--- src/rtl/velo_pkg.sv ---
// Shared definitions for the speedometer datapath: FSM state encoding and
// default sizing for the 50 MHz board clock.
package velo_pkg;

    typedef enum logic [1:0] {
        IDLE  = 2'd0,
        GATE  = 2'd1,
        LATCH = 2'd2
    } gate_state_e;

    localparam int CLK_HZ          = 50_000_000;
    localparam int GATE_CYCLES_DEF = CLK_HZ;      // one-second window
    localparam int CNT_W_DEF       = 16;
    localparam int DEB_CYCLES_DEF  = 4;

endpackage

--- src/rtl/pulse_edge_sync.sv ---
// Wheel-sensor conditioning: 2-FF synchronizer, optional debounce filter
// (compiled in with SPEED_DEBOUNCE_EN), and registered rising-edge strobe.
module pulse_edge_sync #(
    parameter int DEB_CYCLES = 4
) (
    input  logic Clk,
    input  logic Rst_n,
    input  logic Pulse,
    output logic edge_stb
);

    logic sync1;
    logic sync2;
    logic lvl;
    logic lvl_q;

    // NOTE: sequential state uses non-blocking assignments so every register
    // samples the pre-edge value of its source, which is what makes a chain.
    always_ff @(posedge Clk or negedge Rst_n) begin
        if (!Rst_n) begin
            sync1 <= 1'b0;
            sync2 <= 1'b0;
        end else begin
            sync1 <= Pulse;
            sync2 <= sync1;
        end
    end

`ifdef SPEED_DEBOUNCE_EN
    localparam int DEB_W = $clog2(DEB_CYCLES + 1);

    logic [DEB_W-1:0] deb_cnt;
    logic             filt;

    // The filtered level only follows sync2 after DEB_CYCLES samples in a row
    // disagree with it; any agreeing sample restarts the run.
    always_ff @(posedge Clk or negedge Rst_n) begin
        if (!Rst_n) begin
            deb_cnt <= '0;
            filt    <= 1'b0;
        end else if (sync2 != filt) begin
            if (deb_cnt == DEB_W'(DEB_CYCLES - 1)) begin
                filt    <= sync2;
                deb_cnt <= '0;
            end else begin
                deb_cnt <= deb_cnt + DEB_W'(1);
            end
        end else begin
            deb_cnt <= '0;
        end
    end

    assign lvl = filt;
`else
    localparam int unused_deb_cycles = DEB_CYCLES;

    assign lvl = sync2;
`endif

    always_ff @(posedge Clk or negedge Rst_n) begin
        if (!Rst_n) begin
            lvl_q    <= 1'b0;
            edge_stb <= 1'b0;
        end else begin
            lvl_q    <= lvl;
            edge_stb <= lvl & ~lvl_q;
        end
    end

endmodule

--- src/rtl/speed_gate_ctrl.sv ---
// Speed measurement sequencer: counts conditioned sensor edges over a fixed
// gate window and latches the result. Debounce is selected by SPEED_DEBOUNCE_EN.
module speed_gate_ctrl
    import velo_pkg::*;
#(
    parameter int GATE_CYCLES = GATE_CYCLES_DEF,
    parameter int CNT_W       = CNT_W_DEF,
    parameter int DEB_CYCLES  = DEB_CYCLES_DEF
) (
    input  logic             Clk,
    input  logic             Rst_n,
    input  logic             Start,
    input  logic             Cont,
    input  logic             Pulse,
    output logic [CNT_W-1:0] Speed,
    output logic             Valid,
    output logic             Ovf,
    output logic             Busy
);

    localparam int                TMR_W    = $clog2(GATE_CYCLES);
    localparam logic [TMR_W-1:0]  TMR_LOAD = TMR_W'(GATE_CYCLES - 1);
    localparam logic [CNT_W-1:0]  CNT_MAX  = '1;

    gate_state_e       state_q, state_d;
    logic [TMR_W-1:0]  tmr_q,   tmr_d;
    logic [CNT_W-1:0]  cnt_q,   cnt_d;
    logic              sat_q,   sat_d;
    logic [CNT_W-1:0]  speed_q, speed_d;
    logic              ovf_q,   ovf_d;
    logic              valid_q, valid_d;
    logic              edge_stb;

    pulse_edge_sync #(
        .DEB_CYCLES (DEB_CYCLES)
    ) u_sync (
        .Clk      (Clk),
        .Rst_n    (Rst_n),
        .Pulse    (Pulse),
        .edge_stb (edge_stb)
    );

    always_comb begin
        // NOTE: every target is given its hold value first, so no branch can
        // leave one unassigned and infer a latch.
        state_d = state_q;
        tmr_d   = tmr_q;
        cnt_d   = cnt_q;
        sat_d   = sat_q;
        speed_d = speed_q;
        ovf_d   = ovf_q;
        valid_d = 1'b0;

        unique case (state_q)
            IDLE: begin
                if (Start || Cont) begin
                    state_d = GATE;
                    tmr_d   = TMR_LOAD;
                    cnt_d   = '0;
                    sat_d   = 1'b0;
                end
            end

            GATE: begin
                if (edge_stb) begin
                    if (cnt_q == CNT_MAX) begin
                        sat_d = 1'b1;
                    end else begin
                        cnt_d = cnt_q + CNT_W'(1);
                    end
                end
                if (tmr_q == '0) begin
                    state_d = LATCH;
                end else begin
                    tmr_d = tmr_q - TMR_W'(1);
                end
            end

            LATCH: begin
                speed_d = cnt_q;
                ovf_d   = sat_q;
                valid_d = 1'b1;
                // An edge landing in LATCH opens the next window's count.
                cnt_d   = CNT_W'(edge_stb);
                sat_d   = 1'b0;
                tmr_d   = TMR_LOAD;
                state_d = Cont ? GATE : IDLE;
            end

            default: begin
                state_d = IDLE;
            end
        endcase
    end

    always_ff @(posedge Clk or negedge Rst_n) begin
        if (!Rst_n) begin
            state_q <= IDLE;
            tmr_q   <= '0;
            cnt_q   <= '0;
            sat_q   <= 1'b0;
            speed_q <= '0;
            ovf_q   <= 1'b0;
            valid_q <= 1'b0;
        end else begin
            state_q <= state_d;
            tmr_q   <= tmr_d;
            cnt_q   <= cnt_d;
            sat_q   <= sat_d;
            speed_q <= speed_d;
            ovf_q   <= ovf_d;
            valid_q <= valid_d;
        end
    end

    assign Speed = speed_q;
    assign Valid = valid_q;
    assign Ovf   = ovf_q;
    assign Busy  = (state_q != IDLE);

endmodule

--- config.mk ---
export PLATFORM = sky130hd
export DESIGN_NAME = speed_gate_ctrl
export DESIGN_NICKNAME = d
export VERILOG_FILES = /design/src/rtl/velo_pkg.sv /design/src/rtl/pulse_edge_sync.sv /design/src/rtl/speed_gate_ctrl.sv
export SDC_FILE = /design/constraint.sdc
export NUM_CORES = 1
export LEC_CHECK = 0
export CORE_MARGIN = 2
export CORE_UTILIZATION = 59
export CTS_BUF_LIST = sky130_fd_sc_hd__clkbuf_4 sky130_fd_sc_hd__clkbuf_8
export CTS_CLUSTER_DIAMETER = 80
export DETAILED_ROUTE_END_ITERATION = 6
export PLACE_DENSITY_LB_ADDON = 0.25
export SLEW_MARGIN = 20
export SYNTH_ARGS = -nofsm -noshare
export SYNTH_HDL_FRONTEND = slang
export SYNTH_SLANG_ARGS = --single-unit
--- constraint.sdc ---
create_clock -name Clk -period 6 [get_ports Clk]
set_input_delay 0.9 -clock Clk [delete_from_list [all_inputs] [get_ports Clk]]
set_output_delay 0.9 -clock Clk [all_outputs]
set_load 0.01 [all_outputs]
==> results of run 1 <==
critical path: cells and delay by family:
family | cells | cell delay [ns]
and+or+nand+nor | 4 | 1.78
AOI/OAI and AO/OA | 1 | 0.13
buffers and inverters | 2 | 0.64
metal layers:
layer | wire, um | global-route usage [%] | vias up
li1 | - | - | 1301
met1 | 3370 | 35.1 | 1337
met2 | 3380 | 38.5 | 75
met3 | 381 | 5.54 | 12
met4 | 109 | 9.15 | 0
met5 | 0 | 0 | -
logic make-up (layout without fill, tap and decap cells):
| kind of cell | count (synthesis) | in the layout |
|---|---|---|
| AND/OR/NAND/NOR | 137 | 137 |
| AO/OA/AOI/OAI | 71 | 71 |
| flip-flops | 67 | 67 |
| multiplexers | 24 | 24 |
| buffers and inverters | 24 | 49 |
| adder cells (fa/ha/maj) | 6 | 6 |
| XOR/XNOR | 3 | 3 |
through the flow:
| step | worst slack, ns | instances |
|---|---|---|
| after floorplan | 3.53 | 332 |
| after global placement | 2.50 | 413 |
| after detailed placement | 2.44 | 413 |
| after CTS | 2.79 | 429 |
| after global routing | 2.50 | 429 |
| final | 2.78 | 429 |
flip-flops by register name, summed over array words and instances (netlist names):
name             count
u_sync.edge_stb      1
u_sync.lvl           1
tmr_q               26
Ovf                  1
u_sync.sync1         1
Speed               16
u_sync.lvl_q         1
cnt_q               16
sat_q                1
state_q              2
Valid                1
synth_stat cells, drive strengths merged (2+ instances only):
cell     number  share of area [%]
o311ai        2               0.73
and3          4               0.73
o31ai        14                3.2
mux2         18                5.9
ha            6                2.2
nor3         13                2.1
o21ai        13                1.9
dfrtp        67                 49
xor2          2               0.51
and4          6                1.5
a22oi         2               0.44
inv           7               0.77
or3          13                2.5
nor3b         2               0.44
a21oi        13                2.0
nand2        20                2.2
nand4         7                1.3
or4          12                2.8
or2           7                1.3
nor2         18                2.0
buf           2               0.26
a21o          6                1.3
and2          6                1.1
nand3        21                3.1
o2111a        2               0.66
nor4          3               0.55
clkbuf       15                1.7
nor4b         2               0.51
o2111ai       3               0.77
o211ai        5                1.1
a31oi         4               0.73
mux2i         6                1.8
area by class of cell:
cell class / instances / area (um^2)
clock buffers: 10 / 131
clock inverters: 6 / 66.3
fillers: 419 / 1660
inverters: 7 / 26.3
multi-input cells: 241 / 1640
flip-flops and latches: 67 / 1680
well taps: 72 / 90.1
repair buffers: 26 / 248
report_power, final:
part           leakage, nW  total [W]  internal (W)  switching [W]
Combinational        0.616   0.000232     0.0000758       0.000156
Clock               0.0919   0.000378      0.000196       0.000182
Sequential           0.835   0.000491      0.000469      0.0000222
worst min-delay path by stage:
stage	start	end	slack, ns	cells after the start
after CTS	u_sync.sync1	u_sync.lvl	0.35	0
after global placement	u_sync.sync1	u_sync.lvl	0.34	0
final	u_sync.sync1	u_sync.lvl	0.35	0
after global routing	u_sync.sync1	u_sync.lvl	0.36	0
after floorplan	u_sync.sync1	u_sync.lvl	0.33	0
after detailed placement	u_sync.sync1	u_sync.lvl	0.33	0
==> results.toml, run 1 <==
[synthesis]
ys_ff_latch = 67
syn_inst = 332
synth_ff_type = "dfrtp_1"
syn_area_um2 = 3410
synth_mux_area_share_pct = 7.71
synth-xor-area-share_pct = 0.771
synth_nets = 343
synthArstFlopShare_pct = 100
ys_types = 51
synthSimpleGateAreaFrac_pct = 22.8
yosysSeqAreaShare_pct = 49.2
synth-compound-area-share_pct = 14.6
synth_edf_count = 0
yosys_warnings = 0
synth_top_family_by_area = "simple AND/OR/NAND/NOR gates"
syn_area_per_cell_um2 = 10.3
synth_adder_area_share_pct = 2.20

[final_layout]
final_common_cell = "dfrtp_1"
insertedDiodeCount = 0
final_nets = 363
synthToLayoutAreaGrowth_pct = 13.8
drive_gt1_share_pct = 14.0
final_cell_mix = "dfrtp_1, clkdlybuf4s50_1, nand3_1"
fin_util_pct = 70.0
fin_area_um2 = 3880

[placed_design]
gp_congestion = 0.806
placed_cell_area_um2 = 3680
io_buffers = 23
hpwl_mm = 4.68

[floorplanning]
die_x_um = 80.0
io_pins = 24
dieArea_um2 = 6400
initial_utilization_pct = 61.5
core_area_um2 = 5540
fp-row-count = 27
die_h_um = 80.0

[cts]
clock-sinks = 67
ctsRootBufferMaster = "clkbuf_8"
clk_latency_ns = 0.35
cts_max_path_buffers = 2
cts.clk_slew.worst_paths_ns = 0.07
cts_tree = "built"
cts_made_buffers = 9
holdBufCountCts = 0
post_cts_resized = 0
htreeDepth = 3
cts_setup_buffers = 0

[worst_setup_path]
r2r-end = "cnt_q[0]"
required_ns = 6.23
worstSetupStartpoint = "Cont"
r2r-start = "state_q[0]"
start_kind = "input pin"
reg2reg_depth = 8
ff2ff_setup_slack_ns = 3.03
arrival_ns = 3.45
end_kind = "flip-flop"
cp_max_fo = 27
cp_slowest_cell = "nand2_1"
crit_end = "cnt_q[0]"
crit_type = "input pin to flip-flop"
crit_chain = "clkdlybuf4s50_1, nor3b_1, nor2_1, buf_4, nand2_1, and2_1, o21ai_0"
cpPeakStageDelay_ns = 0.71

[power_and_ir_drop]
powerDensity_nw_per_um2 = 284
finalPower_w = 0.00110
vdd_ir_drop_max_mv = 0.190
p_leak_nw = 1.54

[timing]
setup_viol = 0
clock.fmax_mhz = 311
slew_headroom_pct = 37.2
rsz0062_at_grt = "false"
slew_violations = 0
final.setup.tns_ns = 0
fin_worst_skew_ns = 0.00725
worst_slew_pin_slew_ns = 0.942
hold_viol_final = 0
holdWs_ns = 0.350
fin_crit_ns = 3.22
min_period_over_period_pct = 53.6

[global_route]
grt_pass1_wl_mm = 12.3
antenna_found_initial = 0
grt_pass1_vias = 2603
overflow = 0
grt_max_degree = 68
grt_usage_pct = 25.1

[detailed_routing]
drcViolationCount = 0
drt-total-wl_mm = 7.24
dr.pass1.iters = 4
wl_per_cell_um = 16.9
vias = 2725
vias_per_cell = 6.35
drtIter0Drc = 264
ant_nets = 0

[status]
status = "finished clean"

[min_path]
hp-class = "flip-flop to flip-flop"

[job]
max_cap_violations = 0
Power figures use the tool's default switching activity.
==> run 2, diff against run 1 <==
- clock period: 6 -> 3.27 ns (I/O delays scaled with it)
==> results.toml, run 2 (same netlist as run 1, synthesis figures left out) <==
[placed_design]
hpwl_mm = 4.88
gp_congestion = 0.832
dpl.cell_count = 417
io_buffers = 23
post-place-ws_ns = 0.562

[global_route]
grt_usage_pct = 26.2
grt_pass1_wl_mm = 12.9
overflow = 0
grt_max_degree = 47
antenna_found_initial = 0
grt_pass1_vias = 2680

[timing]
rsz0062_at_grt = "false"
slew_headroom_pct = 36.3
holdWs_ns = 0.103
worst_slew_pin_slew_ns = 0.955
hold_viol_final = 0
setup_viol = 0
final.setup.tns_ns = 0
post-route-worst-setup-slack_ns = 0.591
min_period_over_period_pct = 81.9
clock.fmax_mhz = 373
slew_violations = 0
fin_crit_ns = 2.68
fin_worst_skew_ns = 0.00695

[worst_setup_path]
start_kind = "flip-flop"
arrival_ns = 2.92
cp_max_fo = 10
required_ns = 3.51
end_kind = "flip-flop"
ff2ff_setup_slack_ns = 0.59
crit_type = "flip-flop to flip-flop"

[final_layout]
insertedDiodeCount = 0
final_cell_mix = "dfrtp_1, clkdlybuf4s50_1, nand3_1"
fin_util_pct = 71.4
drive_gt1_share_pct = 15.0
multi_input_area_um2 = 1640
seq_area_um2 = 1680
regMostFlops = "tmr_q"
final_common_cell = "dfrtp_1"
final_nets = 367
synthToLayoutAreaGrowth_pct = 16.1
fillCellCount = 422
largest_register_ffs = 26
fin_cells = 433

[cts]
ctsRootBufferMaster = "clkbuf_8"
cts.clk_slew.worst_paths_ns = 0.07
htreeDepth = 3
cts_max_path_buffers = 2
clk_latency_ns = 0.35
cts_setup_buffers = 0
cts_made_buffers = 9
cts_tree = "built"
holdBufCountCts = 0
post_cts_resized = 0
clock-sinks = 67

[job]
max_cap_violations = 0

[floorplanning]
fp-row-count = 27
dieArea_um2 = 6400
io_pins = 24
die_x_um = 80.0
die_h_um = 80.0
core_area_um2 = 5540
initial_utilization_pct = 61.5

[detailed_routing]
drtIter0Drc = 254
drt-total-wl_mm = 7.59
vias = 2819
dr.pass1.iters = 5
wl_per_cell_um = 17.5
drcViolationCount = 0
ant_nets = 0
vias_per_cell = 6.51

[min_path]
hp-class = "input pin to asynchronous set/reset pin"

[power_and_ir_drop]
p_leak_nw = 1.58
vdd_ir_drop_max_mv = 0.398
powerDensity_nw_per_um2 = 561

[status]
status = "finished clean"
## run 2: cell count changes in the layout (fill, tap and decap cells not counted)
cell | previous run | this run
clkinvlp_4 | 3 | 2
bufinv_16 | 1 | 3
buf_4 | 3 | 7
clkinv_2 | 1 | 0
## run 2: path summary, 6_finish.rpt
check,start,to,cells past startpoint
hold / removal,Rst_n,tmr_q[15],1
setup / recovery,tmr_q[14],state_q[0],5
max in group asynchronous,Rst_n,cnt_q[7],2
hold reg to reg,u_sync.sync1,u_sync.lvl,0
setup reg to reg,tmr_q[14],state_q[0],5
min in group Clk,u_sync.sync1,u_sync.lvl,0
## run 2: critical path, stage by stage (launching register included)
cell,delay [ns]
dfrtp_1,0.41
or4_4,0.57
or4_1,0.63
or3_4,0.48
a21oi_2,0.16
mux2_1,0.32
## run 2: cell type report
| cell class | count | share of cell area [%] |
|---|---|---|
| multi-input cells | 241 | 41.5 |
| well taps | 72 | 2.28 |
| clock buffers | 10 | 3.32 |
| clock inverters | 6 | 2.88 |
| repair buffers | 30 | 7.02 |
| flip-flops and latches | 67 | 42.4 |
| inverters | 7 | 0.664 |
## run 2: layer usage
layer  routed length, um  GRT usage, %  share of wire, %  vias to the layer above
met4                 131          12.5               1.7                        0
met1                3640          38.4                48                     1415
li1                    -             -                 -                     1307
met3                 297          4.41               3.9                       16
met5                   0             0                 0                        -
met2                3520          37.8                46                       81
## run 2: stage by stage
| step | instance area, um^2 | total power [W] |
|---|---|---|
| 3_3_place_gp | 3710 | 0.00135 |
| 5_1_grt | 3960 | 0.00232 |
| 2_1_floorplan | 3410 | 0.00120 |
| 4_1_cts | 3960 | 0.00222 |
| 3_5_place_dp | 3710 | 0.00138 |
| 6_report | 3960 | 0.00222 |
## run 2: power by group
part | total, W | internal (W) | switching [W] | leakage (nW)
combinational | 0.000467 | 0.000163 | 0.000304 | 0.634
clock | 0.000850 | 0.000516 | 0.000334 | 0.116
sequential | 0.000902 | 0.000861 | 0.0000409 | 0.835
total | 0.00222 | 0.00154 | 0.000680 | 1.58
